[src/rtl/id_ex_stage_reg.sv]
// ID/EX stage register: valid bit, hold, flush and load-use bubble insertion.
// Optional saturating bubble/flush counters when STAGE_PERF_CNT_EN is defined.
module id_ex_stage_reg #(
   parameter int DATA_W     = 32,
   parameter int REG_ADDR_W = 5,
   parameter int CTRL_W     = 10,
   parameter int MEMREN_BIT = 7,
   parameter int CNT_W      = 16
) (
   input  logic                  clock,
   input  logic                  reset,
   input  logic                  id_valid,
   input  logic [CTRL_W-1:0]     id_ctrl,
   input  logic [DATA_W-1:0]     id_rs_val,
   input  logic [DATA_W-1:0]     id_rt_val,
   input  logic [DATA_W-1:0]     id_imm,
   input  logic [REG_ADDR_W-1:0] id_rs_addr,
   input  logic [REG_ADDR_W-1:0] id_rt_addr,
   input  logic                  id_rt_used,
   input  logic [REG_ADDR_W-1:0] id_dst_addr,
   input  logic                  ex_hold,
   input  logic                  flush,
   output logic                  ex_valid,
   output logic [CTRL_W-1:0]     ex_ctrl,
   output logic [DATA_W-1:0]     ex_rs_val,
   output logic [DATA_W-1:0]     ex_rt_val,
   output logic [DATA_W-1:0]     ex_imm,
   output logic [REG_ADDR_W-1:0] ex_rs_addr,
   output logic [REG_ADDR_W-1:0] ex_rt_addr,
   output logic [REG_ADDR_W-1:0] ex_dst_addr,
   output logic                  hazard_stall,
   output logic [CNT_W-1:0]      bubble_cnt,
   output logic [CNT_W-1:0]      flush_cnt
);

   logic                  valid_q, valid_d;
   logic [CTRL_W-1:0]     ctrl_q, ctrl_d;
   logic [DATA_W-1:0]     rs_val_q, rs_val_d;
   logic [DATA_W-1:0]     rt_val_q, rt_val_d;
   logic [DATA_W-1:0]     imm_q, imm_d;
   logic [REG_ADDR_W-1:0] rs_addr_q, rs_addr_d;
   logic [REG_ADDR_W-1:0] rt_addr_q, rt_addr_d;
   logic [REG_ADDR_W-1:0] dst_addr_q, dst_addr_d;

   logic lu;
   logic rs_hit;
   logic rt_hit;
   logic load_fields;

   // A load in EX whose result the ID instruction needs next cycle.
   assign rs_hit = (dst_addr_q == id_rs_addr);
   assign rt_hit = id_rt_used & (dst_addr_q == id_rt_addr);

   assign lu = valid_q & ctrl_q[MEMREN_BIT] & (dst_addr_q != '0)
             & id_valid & (rs_hit | rt_hit);

   assign hazard_stall = lu & ~flush & ~ex_hold;

   always_comb begin
      valid_d     = valid_q;
      ctrl_d      = ctrl_q;
      load_fields = 1'b0;
      if (flush) begin
         valid_d     = 1'b0;
         ctrl_d      = '0;
         load_fields = 1'b1;
      end else if (ex_hold) begin
         valid_d = valid_q;
         ctrl_d  = ctrl_q;
      end else if (lu) begin
         // Bubble: payload stays put, ID re-presents next cycle.
         valid_d = 1'b0;
         ctrl_d  = '0;
      end else begin
         valid_d     = id_valid;
         ctrl_d      = id_valid ? id_ctrl : '0;
         load_fields = 1'b1;
      end
   end

   always_comb begin
      rs_val_d   = rs_val_q;
      rt_val_d   = rt_val_q;
      imm_d      = imm_q;
      rs_addr_d  = rs_addr_q;
      rt_addr_d  = rt_addr_q;
      dst_addr_d = dst_addr_q;
      if (load_fields) begin
         rs_val_d   = id_rs_val;
         rt_val_d   = id_rt_val;
         imm_d      = id_imm;
         rs_addr_d  = id_rs_addr;
         rt_addr_d  = id_rt_addr;
         dst_addr_d = id_dst_addr;
      end
   end

   always_ff @(posedge clock or posedge reset) begin
      if (reset) begin
         valid_q    <= 1'b0;
         ctrl_q     <= '0;
         rs_val_q   <= '0;
         rt_val_q   <= '0;
         imm_q      <= '0;
         rs_addr_q  <= '0;
         rt_addr_q  <= '0;
         dst_addr_q <= '0;
      end else begin
         valid_q    <= valid_d;
         ctrl_q     <= ctrl_d;
         rs_val_q   <= rs_val_d;
         rt_val_q   <= rt_val_d;
         imm_q      <= imm_d;
         rs_addr_q  <= rs_addr_d;
         rt_addr_q  <= rt_addr_d;
         dst_addr_q <= dst_addr_d;
      end
   end

   assign ex_valid    = valid_q;
   assign ex_ctrl     = ctrl_q;
   assign ex_rs_val   = rs_val_q;
   assign ex_rt_val   = rt_val_q;
   assign ex_imm      = imm_q;
   assign ex_rs_addr  = rs_addr_q;
   assign ex_rt_addr  = rt_addr_q;
   assign ex_dst_addr = dst_addr_q;

`ifdef STAGE_PERF_CNT_EN
   logic [CNT_W-1:0] bubble_cnt_q, bubble_cnt_d;
   logic [CNT_W-1:0] flush_cnt_q, flush_cnt_d;
   logic             bubble_fire;
   logic             flush_fire;

   assign bubble_fire = lu & ~flush & ~ex_hold;
   assign flush_fire  = flush & id_valid;

   always_comb begin
      bubble_cnt_d = bubble_cnt_q;
      flush_cnt_d  = flush_cnt_q;
      if (bubble_fire && !(&bubble_cnt_q))
         bubble_cnt_d = bubble_cnt_q + 1'b1;
      if (flush_fire && !(&flush_cnt_q))
         flush_cnt_d = flush_cnt_q + 1'b1;
   end

   always_ff @(posedge clock or posedge reset) begin
      if (reset) begin
         bubble_cnt_q <= '0;
         flush_cnt_q  <= '0;
      end else begin
         bubble_cnt_q <= bubble_cnt_d;
         flush_cnt_q  <= flush_cnt_d;
      end
   end

   assign bubble_cnt = bubble_cnt_q;
   assign flush_cnt  = flush_cnt_q;
`else
   assign bubble_cnt = '0;
   assign flush_cnt  = '0;
`endif

endmodule

[config.mk]
export PLATFORM = sky130hd
export DESIGN_NAME = id_ex_stage_reg
export DESIGN_NICKNAME = d
export VERILOG_FILES = /design/src/rtl/id_ex_stage_reg.sv
export SDC_FILE = /design/constraint.sdc
export NUM_CORES = 1
export LEC_CHECK = 0
export ABC_AREA = 0
export CELL_PAD_IN_SITES_DETAIL_PLACEMENT = 1
export CELL_PAD_IN_SITES_GLOBAL_PLACEMENT = 1
export CORE_ASPECT_RATIO = 0.9
export CORE_MARGIN = 5
export CORE_UTILIZATION = 30
export CTS_BUF_LIST = sky130_fd_sc_hd__clkbuf_16
export CTS_CLUSTER_SIZE = 30
export DETAILED_ROUTE_END_ITERATION = 16
export GPL_TIMING_DRIVEN = 0
export PLACE_DENSITY = 0.74
export SYNTH_ARGS = -nofsm -noshare
export SYNTH_HDL_FRONTEND = slang
export SYNTH_SLANG_ARGS = --single-unit
[constraint.sdc]
create_clock -name clock -period 5.3 [get_ports clock]
set_input_delay 0.795 -clock clock [delete_from_list [all_inputs] [get_ports clock]]
set_output_delay 0.795 -clock clock [all_outputs]
set_load 0.02 [all_outputs]
; ---- After elaboration in Yosys (flattened, before gate mapping)
; Cells that the tools add are included.
[totals]
in_bits = 127
out_inout_bits = 155
register_bits = 122
[classes]
bitwise = 10
mux = 10
n_eq_ne = 3
n_reduce_logical = 1
[ops]
columns = op, count
row1 = $mux 10, 4
row2 = $eq 5x5->1, 2
row3 = $and 1x1->1, 7
row4 = $mux 1, 6
row5 = $reduce_bool 5->1, 1
row6 = $ne 2x1->1 const B, 1
row7 = $not 1->1, 2
row8 = $or 1x1->1, 1

; ---- Longest topological paths before layout
[logic_depth]
word_depth = 7
ltp_mapped = 8

; ---- Worst setup path after synthesis
; OpenSTA, ideal clock, no wires.
[synth_timing]
kind = input to output
from = input id_rt_addr[4]
to = output hazard_stall
t_arrival_ps = 2557
required_time_ps = 4505
path_stages = 7
path_buffers = 3
setup_slack_ps = 1948
path_cell_list = xor2_1 -> nor4_1 -> a32oi_1 -> buf_6 -> buf_4 -> buf_4 -> nor4_1
[synth_via]
elab_chain_cells = 6
[synth_rtl]
columns = element, line
row1 = "start, declared", 18  ; input logic [REG_ADDR_W-1:0] id_rt_addr,
row2 = $eq 5x5->1, 52  ; assign rt_hit = id_rt_used & (dst_addr_q == id_rt_addr);
row3 = $and 1x1->1, 52
row4 = $or 1x1->1, 55  ; & id_valid & (rs_hit | rt_hit);
row5 = $and 1x1->1, 55
row6 = $and 1x1->1 (2 in series), 57  ; assign hazard_stall = lu & ~flush & ~ex_hold;
row7 = "end, declared", 31  ; output logic hazard_stall,
; No other way between the ends.

; ---- Worst setup path in the final report
; Same ends and word-level chain as after synthesis.

==> impl_metrics.json <==
{
  "drive_gt1_share_pct": 6.982,
  "synth_area_um2": 8562,
  "io_buffers": 248,
  "clk_pin_slew_ns": 0.05,
  "tns_ns": 0,
  "criticalPathCategory": "in -> out",
  "rsz0062_at_grt": "false",
  "first_global_vias": 9424,
  "h-tree-depth": 4,
  "ir_drop_v": 0.0002142,
  "critPathMaxStageDelay_ns": 0.72,
  "stdcell_count": 1654,
  "grt.total_usage_pct": 21.58,
  "synth_top_area_share_pct": 35.66,
  "critPathArrivalTime_ns": 3.75,
  "overflow": 0,
  "core_um2": 28010,
  "slew_headroom_pct": 45.98,
  "worst_ep_required_time_ns": 4.51,
  "setup_ws_ns": 0.7599,
  "place.gp.congestion": 0.8006,
  "wl_met1_mm": 15.48,
  "drv_cap": 0,
  "drc": 0,
  "dr.pass1.iters": 8,
  "critPathMaxFanout": 10,
  "numCtsBuffers": 17,
  "die_x_um": 188.1,
  "clkPwrFrac_pct": 37.1,
  "ys_warn_count": 0,
  "cp-end-kind": "output port",
  "top_level_ports": 282,
  "crit_path_start_kind": "primary input",
  "netlist_top_cells_area": "dfrtp_1, nor2b_1, mux2i_1, nand2_1, nand3b_1",
  "period_minus_slack_ns": 4.540,
  "crit_slowest_cell": "clkdlybuf4s50_1",
  "cts-resized-gates": 0,
  "status": "complete, no violations",
  "post-place-ws_ns": 0.7346,
  "cts-root-buf": "clkbuf_16",
  "wire_per_inst_um": 21.40,
  "drt_iter0_markers": 726,
  "intPower_mw": 2.148,
  "combPwrFrac_pct": 28.1,
  "synth.distinct_cells": 27,
  "dp_hpwl_mm": 25.58,
  "initial_core_util_pct": 30.57,
  "synth_top_cell_by_area": "dfrtp_1",
  "syn_area_per_cell_um2": 8.764,
  "final_nets": 1403,
  "tritoncts": "done",
  "cts.sinks": 122,
  "p_seq_share_pct": 34.8,
  "p_switching_mw": 1.050,
  "clock_skew_ns": 0.01306,
  "top_layer_used": "met5",
  "cts_setup_buffers": 0,
  "area_growth_pct": 42.88,
  "leakage_nw": 5.096,
  "rows": 58,
  "ys_seq_elements": 122,
  "die_h_um": 170.3,
  "ys_seq_area_share_pct": 35.66,
  "fill_cells": 3296,
  "finalPower_mw": 3.198,
  "timing.fmax_ghz": 0.2203,
  "grt_pass1_wl_mm": 54.88,
  "die_area_um2": 32020,
  "drv_slew": 0,
  "wl_met3_mm": 2.432,
  "worstPathCellList": "clkdlybuf4s50_1 > xor2_1 > nor4_1 > a32oi_1 > buf_6 > buf_4 > buf_4 > nor4_1 > clkdlybuf4s50_1",
  "fin_util_pct": 43.67,
  "most-common-layout-cells": "clkdlybuf4s50_1, nand2_1, dfrtp_1",
  "ctsHoldBuffers": 0,
  "place_inst": 1617,
  "tightestPinTransition_ns": 0.8103,
  "antenna_found_initial": 5,
  "grt_max_degree": 63,
  "vias": 8910,
  "final_common_cell": "clkdlybuf4s50_1",
  "sw_frac_of_total_pct": 32.83,
  "met2_length_mm": 16.77,
  "power.density_nw_per_um2": 261.4,
  "drt-total-wl_mm": 35.40,
  "cts_buffer_depth": 2,
  "period_share_pct": 85.66,
  "min_path_type": "reg -> reg",
  "hold_violations": 0,
  "setup_violations": 0,
  "via_per_inst": 5.387,
  "syn_inst": 977,
  "ant_nets": 0,
  "insertion_delay_ns": 0.42
}
-- layout make-up --
type	instances	area [µm²]	area share, %
clock inverters	15	151.4	1.238
inverters	1	8.758	0.07160
repair buffers	249	2510	20.52
well taps	360	450.4	3.682
plain buffers	132	685.7	5.605
clock buffers	17	425.4	3.478
diodes	5	12.51	0.1023
flip-flops and latches	122	3053	24.96
multi-input cells	753	4936	40.35
-- per-layer routing --
metal	global-route usage, %	vias up
li1	-	4110
met1	28.96	4464
met2	34.90	297
met3	5.230	35
met4	6.063	4
met5	0	-
-- cells in the mapped netlist --
cell      number
nor2b_1      112
conb_1         1
nand2_1      178
nor3b_1       67
clkbuf_1      74
inv_1          1
o211a_1        1
nor2_1         2
a32oi_1        1
a22o_1        10
o21bai_2       1
nand3_1       45
nor3_1         1
buf_2         14
buf_4         42
nand4_1       67
nand3b_1      67
xnor2_1        1
mux2i_1       67
or4b_1        44
buf_6          2
xor2_1         9
or4_1          1
nor4_1         2
dfrtp_1      122
a21o_1         1
a222oi_1      44
-- per-stage QoR --
| step | hold WS (ns) | area [µm²] |
|---|---|---|
| floorplan | 0.6137 | 8678 |
| global placement | 0.4870 | 11610 |
| detailed placement | 0.4947 | 11640 |
| CTS | 0.5111 | 12220 |
| global route | 0.5311 | 12230 |
| finish | 0.5069 | 12230 |
-- worst max-delay path: cells and delay by family --
family / cells / cell delay [ns]
AO/OA/AOI/OAI: 1 / 0.31
AND/OR/NAND/NOR: 2 / 0.59
buffers and inverters: 5 / 1.86
XOR/XNOR: 1 / 0.18
-- power groups by stage --
| stage | clock, mW | sequential (mW) | combinational (mW) |
|---|---|---|---|
| after global placement | 0 | 1.12 | 0.885 |
| after detailed placement | 0 | 1.13 | 0.903 |
| after CTS | 1.21 | 1.11 | 0.907 |
| after floorplan | 0 | 1.22 | 0.364 |
| final | 1.19 | 1.11 | 0.898 |
| after global routing | 1.26 | 1.13 | 0.964 |
-- logic make-up (layout without fill, tap and decap cells) --
family                    count (synthesis)  in the layout  synth area share, %
AOI/OAI and AO/OA                        58             58                6.605
xor gates and xnor gates                 10             10                1.023
buffers and inverters                   133            414                8.052
DFF                                     122            122                35.66
muxes                                    67             67                7.833
other                                     1             37              0.04380
and+or+nand+nor                         586            586                40.79
-- registers in the layout, indices dropped and copies added (netlist names) --
signal       flops
ex_imm          32
ex_rs_val       32
ex_dst_addr      5
ex_rs_addr       5
ex_rt_val       32
ex_ctrl         10
ex_rt_addr       5
ex_valid         1
-- worst paths after layout --
kind / slack, ns / to / depth (start not counted) / from
max in group asynchronous: 3.69 / ex_rs_val[18] / 3 / reset
min in group asynchronous: 0.85 / ex_ctrl[4] / 2 / reset
hold reg to reg: 0.51 / ex_valid / 1 / ex_valid
setup reg to reg: 2.75 / ex_imm[25] / 8 / ex_dst_addr[4]
hold / removal: 0.51 / ex_valid / 1 / ex_valid
setup / recovery: 0.76 / hazard_stall / 9 / id_rt_addr[4]
No activity file was read; power rests on OpenSTA's default activity.
